File: src/rtl/sdpmem_be_clr_pkg.sv
// Shared types and helpers for the byte-enable simple dual-port RAM with clear engine.
// Holds the clear FSM state encoding and the lane-count computation.
package sdpmem_be_clr_pkg;

    typedef enum logic {
        ST_IDLE  = 1'b0,
        ST_CLEAR = 1'b1
    } clr_state_e;

    function automatic int nlanes(input int width, input int lane_width);
        return width / lane_width;
    endfunction

endpackage

File: src/rtl/sdpmem_be_clr_lane.sv
// One byte-enable lane of the RAM: LANE_WIDTH bits wide, 2**DEPTH words deep.
// Synchronous write on a strobe, asynchronous read; contents are never reset.
module sdpmem_be_clr_lane #(
    parameter int DEPTH      = 6,
    parameter int LANE_WIDTH = 8
) (
    input  logic                  clk,
    input  logic                  we,
    input  logic [DEPTH-1:0]      waddr,
    input  logic [LANE_WIDTH-1:0] wdata,
    input  logic [DEPTH-1:0]      raddr,
    output logic [LANE_WIDTH-1:0] rdata
);

    logic [LANE_WIDTH-1:0] mem_q [2**DEPTH];

    // storage write port
    always_ff @(posedge clk) begin
        if (we) begin
            mem_q[waddr] <= wdata;
        end
    end

    assign rdata = mem_q[raddr];

endmodule

File: src/rtl/sdpmem_be_clr.sv
// Simple dual-port RAM with per-lane byte enables, selectable read latency,
// optional read-during-write forwarding and a hardware zero-clear engine.
module sdpmem_be_clr
    import sdpmem_be_clr_pkg::*;
#(
    parameter int DEPTH          = 6,
    parameter int WIDTH          = 32,
    parameter int LANE_WIDTH     = 8,
    parameter int READ_LAT       = 1,
    parameter int BYPASS         = 1,
    parameter int CLEAR_ON_RESET = 1
) (
    input  logic                                  clk,
    input  logic                                  rst_n,
    input  logic                                  clr,
    output logic                                  busy,
    input  logic                                  ena,
    input  logic                                  wea,
    input  logic [nlanes(WIDTH, LANE_WIDTH)-1:0]  bea,
    input  logic [DEPTH-1:0]                      addra,
    input  logic [WIDTH-1:0]                      dia,
    input  logic                                  enb,
    input  logic [DEPTH-1:0]                      addrb,
    output logic [WIDTH-1:0]                      dob,
    output logic                                  dob_valid
);

    localparam int NLANES = nlanes(WIDTH, LANE_WIDTH);
    localparam logic [DEPTH-1:0] LAST_ADDR = {DEPTH{1'b1}};
    localparam clr_state_e RST_STATE = (CLEAR_ON_RESET != 0) ? ST_CLEAR : ST_IDLE;

    clr_state_e        state_q, state_d;
    logic [DEPTH-1:0]  cnt_q, cnt_d;
    logic              busy_s;
    logic              user_wr_s;
    logic [NLANES-1:0] user_lane_we_s;
    logic [NLANES-1:0] lane_we_s;
    logic [DEPTH-1:0]  waddr_s;
    logic [WIDTH-1:0]  wdata_s;
    logic [WIDTH-1:0]  rdata_s;

    // busy is taken straight from the state flop so it is glitch-free
    assign busy_s         = (state_q == ST_CLEAR);
    assign busy           = busy_s;
    assign user_wr_s      = ena & wea & ~busy_s & ~clr;
    assign user_lane_we_s = bea & {NLANES{user_wr_s}};

    // clear FSM next-state and address counter
    always_comb begin
        state_d = state_q;
        cnt_d   = cnt_q;
        case (state_q)
            ST_IDLE: begin
                cnt_d = '0;
                if (clr) begin
                    state_d = ST_CLEAR;
                end else begin
                    state_d = ST_IDLE;
                end
            end
            ST_CLEAR: begin
                cnt_d = cnt_q + DEPTH'(1);
                if (cnt_q == LAST_ADDR) begin
                    state_d = ST_IDLE;
                end else begin
                    state_d = ST_CLEAR;
                end
            end
            default: begin
                state_d = RST_STATE;
                cnt_d   = '0;
            end
        endcase
    end

    // clear FSM state register
    always_ff @(posedge clk or negedge rst_n) begin
        if (!rst_n) begin
            state_q <= RST_STATE;
            cnt_q   <= '0;
        end else begin
            state_q <= state_d;
            cnt_q   <= cnt_d;
        end
    end

    // write port mux: the clear engine owns every lane while busy
    always_comb begin
        if (busy_s) begin
            lane_we_s = {NLANES{1'b1}};
            waddr_s   = cnt_q;
            wdata_s   = '0;
        end else begin
            lane_we_s = user_lane_we_s;
            waddr_s   = addra;
            wdata_s   = dia;
        end
    end

    for (genvar gi = 0; gi < NLANES; gi++) begin : g_lane
        sdpmem_be_clr_lane #(
            .DEPTH      (DEPTH),
            .LANE_WIDTH (LANE_WIDTH)
        ) u_lane (
            .clk   (clk),
            .we    (lane_we_s[gi]),
            .waddr (waddr_s),
            .wdata (wdata_s[gi*LANE_WIDTH +: LANE_WIDTH]),
            .raddr (addrb),
            .rdata (rdata_s[gi*LANE_WIDTH +: LANE_WIDTH])
        );
    end

    if ((WIDTH % LANE_WIDTH) != 0) begin : g_bad_width
        $error("sdpmem_be_clr: WIDTH must be a multiple of LANE_WIDTH");
    end

    if (READ_LAT == 0) begin : g_lat0
        assign dob       = rdata_s;
        assign dob_valid = enb & ~busy_s;
    end else if (READ_LAT == 1) begin : g_lat1
        logic [WIDTH-1:0] fwd_s;
        logic [WIDTH-1:0] dob_q, dob_d;
        logic             dob_valid_q, dob_valid_d;

        // same-address forwarding of the lanes being written this cycle
        always_comb begin
            fwd_s = rdata_s;
            for (int i = 0; i < NLANES; i++) begin
                if ((BYPASS != 0) && user_lane_we_s[i] && (addra == addrb)) begin
                    fwd_s[i*LANE_WIDTH +: LANE_WIDTH] = dia[i*LANE_WIDTH +: LANE_WIDTH];
                end else begin
                    fwd_s[i*LANE_WIDTH +: LANE_WIDTH] = rdata_s[i*LANE_WIDTH +: LANE_WIDTH];
                end
            end
        end

        // read register next value: hold data, drop the qualifier when idle or busy
        always_comb begin
            if (enb && !busy_s) begin
                dob_d       = fwd_s;
                dob_valid_d = 1'b1;
            end else begin
                dob_d       = dob_q;
                dob_valid_d = 1'b0;
            end
        end

        // read data register
        always_ff @(posedge clk or negedge rst_n) begin
            if (!rst_n) begin
                dob_q       <= '0;
                dob_valid_q <= 1'b0;
            end else begin
                dob_q       <= dob_d;
                dob_valid_q <= dob_valid_d;
            end
        end

        assign dob       = dob_q;
        assign dob_valid = dob_valid_q;
    end else begin : g_bad_lat
        $error("sdpmem_be_clr: READ_LAT must be 0 or 1");
    end

endmodule

File: config.mk
export PLATFORM = sky130hd
export DESIGN_NAME = sdpmem_be_clr
export DESIGN_NICKNAME = d
export VERILOG_FILES = /design/src/rtl/sdpmem_be_clr_pkg.sv /design/src/rtl/sdpmem_be_clr_lane.sv /design/src/rtl/sdpmem_be_clr.sv
export SDC_FILE = /design/constraint.sdc
export NUM_CORES = 2
export LEC_CHECK = 0
export CAP_MARGIN = 20
export CELL_PAD_IN_SITES_DETAIL_PLACEMENT = 1
export CELL_PAD_IN_SITES_GLOBAL_PLACEMENT = 1
export CORE_ASPECT_RATIO = 1.1
export CORE_MARGIN = 10
export CORE_UTILIZATION = 50
export DETAILED_ROUTE_END_ITERATION = 7
export GPL_TIMING_DRIVEN = 0
export PLACE_DENSITY = 0.7
export SYNTH_ARGS = -nofsm -noshare
export SYNTH_HDL_FRONTEND = slang
export SYNTH_SLANG_ARGS = --single-unit
export TNS_END_PERCENT = 1
File: constraint.sdc
create_clock -name clk -period 4.78 [get_ports clk]
set_input_delay 0.956 -clock clk [delete_from_list [all_inputs] [get_ports clk]]
set_output_delay 0.956 -clock clk [all_outputs]
set_load 0.02 [all_outputs]
==> run summary <==
The biggest area contributor in the post-synthesis netlist is sky130_fd_sc_hd__edfxtp_1. Derived from the worst setup path, the maximum achievable clock frequency is between 0.15 and 0.2 GHz. The met2 wire length is 144000 µm. The fraction of layout instances using a drive strength above 1 came out at between 20 and 30%. For this run, the leading register cell type out of synthesis is sky130_fd_sc_hd__edfxtp_1.

The weighted congestion at the end of routability-driven global placement came out at about 1.0. The I/O pin count came out at 88. The number of enable-type register cells in the synthesized netlist is 2048. The via density per instance is 7.25. The area of the die came out at 0.181 mm². The clock period minus worst slack came out at just over 5 ns. The synthesized design contains 2088 register bits. The floorplan row count is between 150 and 200.

The average wire per cell in the routed design is 49.6 µm. The number of max-cap violations came out at 0. The leading cell type in the layout, fill and taps excluded is sky130_fd_sc_hd__edfxtp_1. The number of antenna violations at the first check in global routing came out at 27. The final worst clock skew came out at 0.0725 ns. The async set-or-reset flop fraction in the synthesized netlist is approximately 1.9%. Across all setup checks in the final design, the least slack found is -0.376 ns. The maximum level of the CTS H-tree is 4. The number of nets still failing antenna checks after routing came out at 0. The proportion of power drawn by the clock network came out at 36.5%.

The worst setup path is of the input port to flop kind. Setup total negative slack on the finished layout was measured at -18.64 ns. The clock-pin slew reported for the worst setup and hold paths after clock tree synthesis is 0.06 ns. From synthesis to final layout, the design area changed by 16.7%. The peak ir drop on the vdd network came out at 0.410 mV. The headroom to the max-slew limit is 7.99%. The first detailed-routing pass took 6 iterations. Dividing total power by cell area gives a power density of 480 mW/mm². Of all nets on the critical path, the largest fanout is 10. The worst reg-to-reg path cell count came out at 9.

Setup repair after global routing could not meet its margin everywhere. The cell internal power dissipation is 0.0329 W. CTS placed an instance of sky130_fd_sc_hd__clkbuf_16 at the clock tree root. The die extent in y is 445 µm.

Yosys attributes the largest share of cell area to sky130_fd_sc_hd__edfxtp_1 (75%), sky130_fd_sc_hd__mux4_2 (12%), sky130_fd_sc_hd__mux2i_1 (3.0%). The post-synth net total came out at 4090. The number of global-route vias before repair came to between 40000 and 50000. The arrival time reported for the critical path endpoint is 5.86 ns.

In the routed design, unresolved DRC markers number 0. Global routing finished with a remaining overflow of 0. Across every metal layer, demand over resource in global routing totals between 30% and 40%.

The count of buffers added on input and output ports is 84. The checks that failed: negative setup slack. The number of fill cells came out at approximately 14000. Of the synthesized area, sequential elements account for roughly three quarters.

The final max-slew violation count came out at 0. The core outline area came out at 0.163 mm². The register share of total power came out at between 40% and 50%. The number of DRC violations after detailed-routing iteration 0 is 8428. The final-report hold violation count is 0.

The category of the worst setup path launch point is an input port. At the worst endpoint, the required time is 5.48 ns. The tightest min-delay check is of the input port to async pin type. Synthesis handed over a netlist of 4035 instances.

The detailed-routed wire length on met3 is 51600 µm. The routed layout has 49300 vias. The combined area of all synthesized cells is roughly 0.08 mm². The total wirelength of the detailed-routed design is 338000 µm. The wire length the detailed router placed on met1 came out at 112000 µm. The static leakage is around 31 nW. The TritonCTS clock tree is built.

The number of clock buffers inserted by TritonCTS came out at slightly above 200. The detailed router used layers up to and including met5. The count of yosys warnings during synthesis is 0. The latest clock arrival within the worst-skew pair is 0.91 ns. Cells fill 58.9% of the core in the end. The floorplan die width came out at 406 µm.

The placed wire-length estimate came out at 231000 µm. The synthesized design devotes to its leading area cell type 74.9% of total area. The top cell types in the final layout, fill and taps aside, are sky130_fd_sc_hd__edfxtp_1 (2048), sky130_fd_sc_hd__mux4_2 (438), sky130_fd_sc_hd__mux2i_1 (243). The CTS sink count is about 2100. The net count of the finished layout is between 4000 and 5000. The post-synthesis cell type count came out at 73. The starting utilization of the core area is 50.4%. The pin count of the biggest net entering global routing came out at 49. STA classifies the critical path endpoint as a flop. For this design the total switching power over the nets is about 0.013 W.

The flow ran to the end, but the final reports show violations. The switching part of the total power is roughly 28%. The share of total power in combinational logic came out at 15.6%. The pin slew with the least headroom to its limit came out at 1.38 ns.

The final number of setup-violating endpoints is 204. The maximum root-to-sink buffer count came out at 3. The first global-routing pass estimated 444000 µm of wire. The final cycle utilization of the critical path is 108%. The average size of a mapped cell is about 20 µm².
[registers in the layout, summed over array words and instances (netlist names)]
name	cells
busy	1
cnt_q	6
dob	32
dob_valid	1
g_lane.u_lane.mem_q	2048
[power by group through the flow]
stage	combinational (W)	sequential, W	clock [W]
detailed placement	0.00662	0.0223	0
floorplan	0.00284	0.0223	0
global route	0.00710	0.0220	0.0174
finish	0.00719	0.0220	0.0168
global placement	0.00601	0.0223	0
CTS	0.00667	0.0220	0.0167
[per-stage QoR]
stage	cells	hold WS (ns)	setup WS, ns	total power [W]	cell area, µm²
floorplan	4035	0.519	1.28	0.0251	82100
global placement	6238	0.475	-2.47	0.0283	85600
detailed placement	6379	0.482	-1.85	0.0290	88400
CTS	6763	0.415	0.000784	0.0453	95400
global route	6789	0.459	-0.0611	0.0466	95700
finish	6807	0.451	-0.376	0.0459	95800
[timing repair]
item,4_1_cts,5_1_grt
setup endpoints to repair,18,306
gates resized for setup,17,38
hold endpoints to repair,7,0
hold buffers,1,0
buffers inserted,0,0
[critical path, cell delays in order]
cell and delay (ns):
sky130_fd_sc_hd__clkdlybuf4s50_1 0.81, sky130_fd_sc_hd__buf_2 0.56, sky130_fd_sc_hd__clkbuf_2 0.69, sky130_fd_sc_hd__buf_2 0.74
sky130_fd_sc_hd__nor2b_1 0.10, sky130_fd_sc_hd__a211oi_1 0.66, sky130_fd_sc_hd__a311oi_2 0.20, sky130_fd_sc_hd__a2111oi_0 0.98
sky130_fd_sc_hd__a211oi_1 0.12
[routing by layer]
| layer | track usage (%) | vias up |
|---|---|---|
| met2 | 52.5 | 4667 |
| met3 | 16.0 | 1237 |
| met1 | 45.8 | 25800 |
| met4 | 26.2 | 32 |
| met5 | 0.718 | - |
| li1 | - | 17600 |
[path summary, 6_finish.rpt]
kind                                from                           end  slack, ns
worst max-delay path            addrb[2]                       dob[21]      -0.38
worst max register to register      busy  g_lane[2].u_lane.mem_q[9][5]      -0.16
min in group clk                 dob[17]                       dob[17]       0.49
worst min-delay path               rst_n                        dob[5]       0.45
worst min register to register   dob[17]                       dob[17]       0.49
max in group asynchronous          rst_n                       dob[14]       3.74
[Yosys cell counts (15+ instances only)]
cell type                  count
sky130_fd_sc_hd__nor3_1       83
sky130_fd_sc_hd__a22oi_1     153
sky130_fd_sc_hd__o22ai_1      40
sky130_fd_sc_hd__buf_2        41
sky130_fd_sc_hd__nor2_1      222
sky130_fd_sc_hd__a31oi_1      15
sky130_fd_sc_hd__buf_6        34
sky130_fd_sc_hd__clkbuf_1    131
sky130_fd_sc_hd__mux4_2      438
sky130_fd_sc_hd__dfrtp_1      39
sky130_fd_sc_hd__nor2b_1      52
sky130_fd_sc_hd__buf_1        28
sky130_fd_sc_hd__or2_2        25
sky130_fd_sc_hd__edfxtp_1   2048
sky130_fd_sc_hd__nand2_1      81
sky130_fd_sc_hd__mux2_2       19
sky130_fd_sc_hd__buf_4        28
sky130_fd_sc_hd__o21ai_0      28
sky130_fd_sc_hd__mux2i_1     244
sky130_fd_sc_hd__nand3_1      29
sky130_fd_sc_hd__a21oi_1      64
sky130_fd_sc_hd__nor4_1       16
[layout make-up]
class / count / area (µm²) / area share [%]
sequential: 2088 / 62500 / 65.3
multi-input combinational: 1667 / 18700 / 19.5
clock buffer: 251 / 5430 / 5.66
timing repair buffer: 250 / 3300 / 3.45
tap: 2119 / 2650 / 2.77
buffer: 271 / 1640 / 1.71
clock inverter: 132 / 1470 / 1.53
antenna: 20 / 50.0 / 0.0523
inverter: 9 / 33.8 / 0.0353
[kinds of logic (layout without fill, tap and decap cells)]
logic type | count (synthesis) | count (layout) | synth area share (%)
AO/OA/AOI/OAI | 383 | 383 | 3.20
XOR/XNOR | 9 | 9 | 0.0960
adder cells (fa/ha/maj) | 1 | 1 | 0.0152
buffers and inverters | 280 | 913 | 1.91
flip-flops | 2088 | 2088 | 76.2
multiplexers | 702 | 702 | 15.3
other | 0 | 20 | 0
AND/OR/NAND/NOR | 572 | 572 | 3.34
Power figures use the tool's default switching activity.
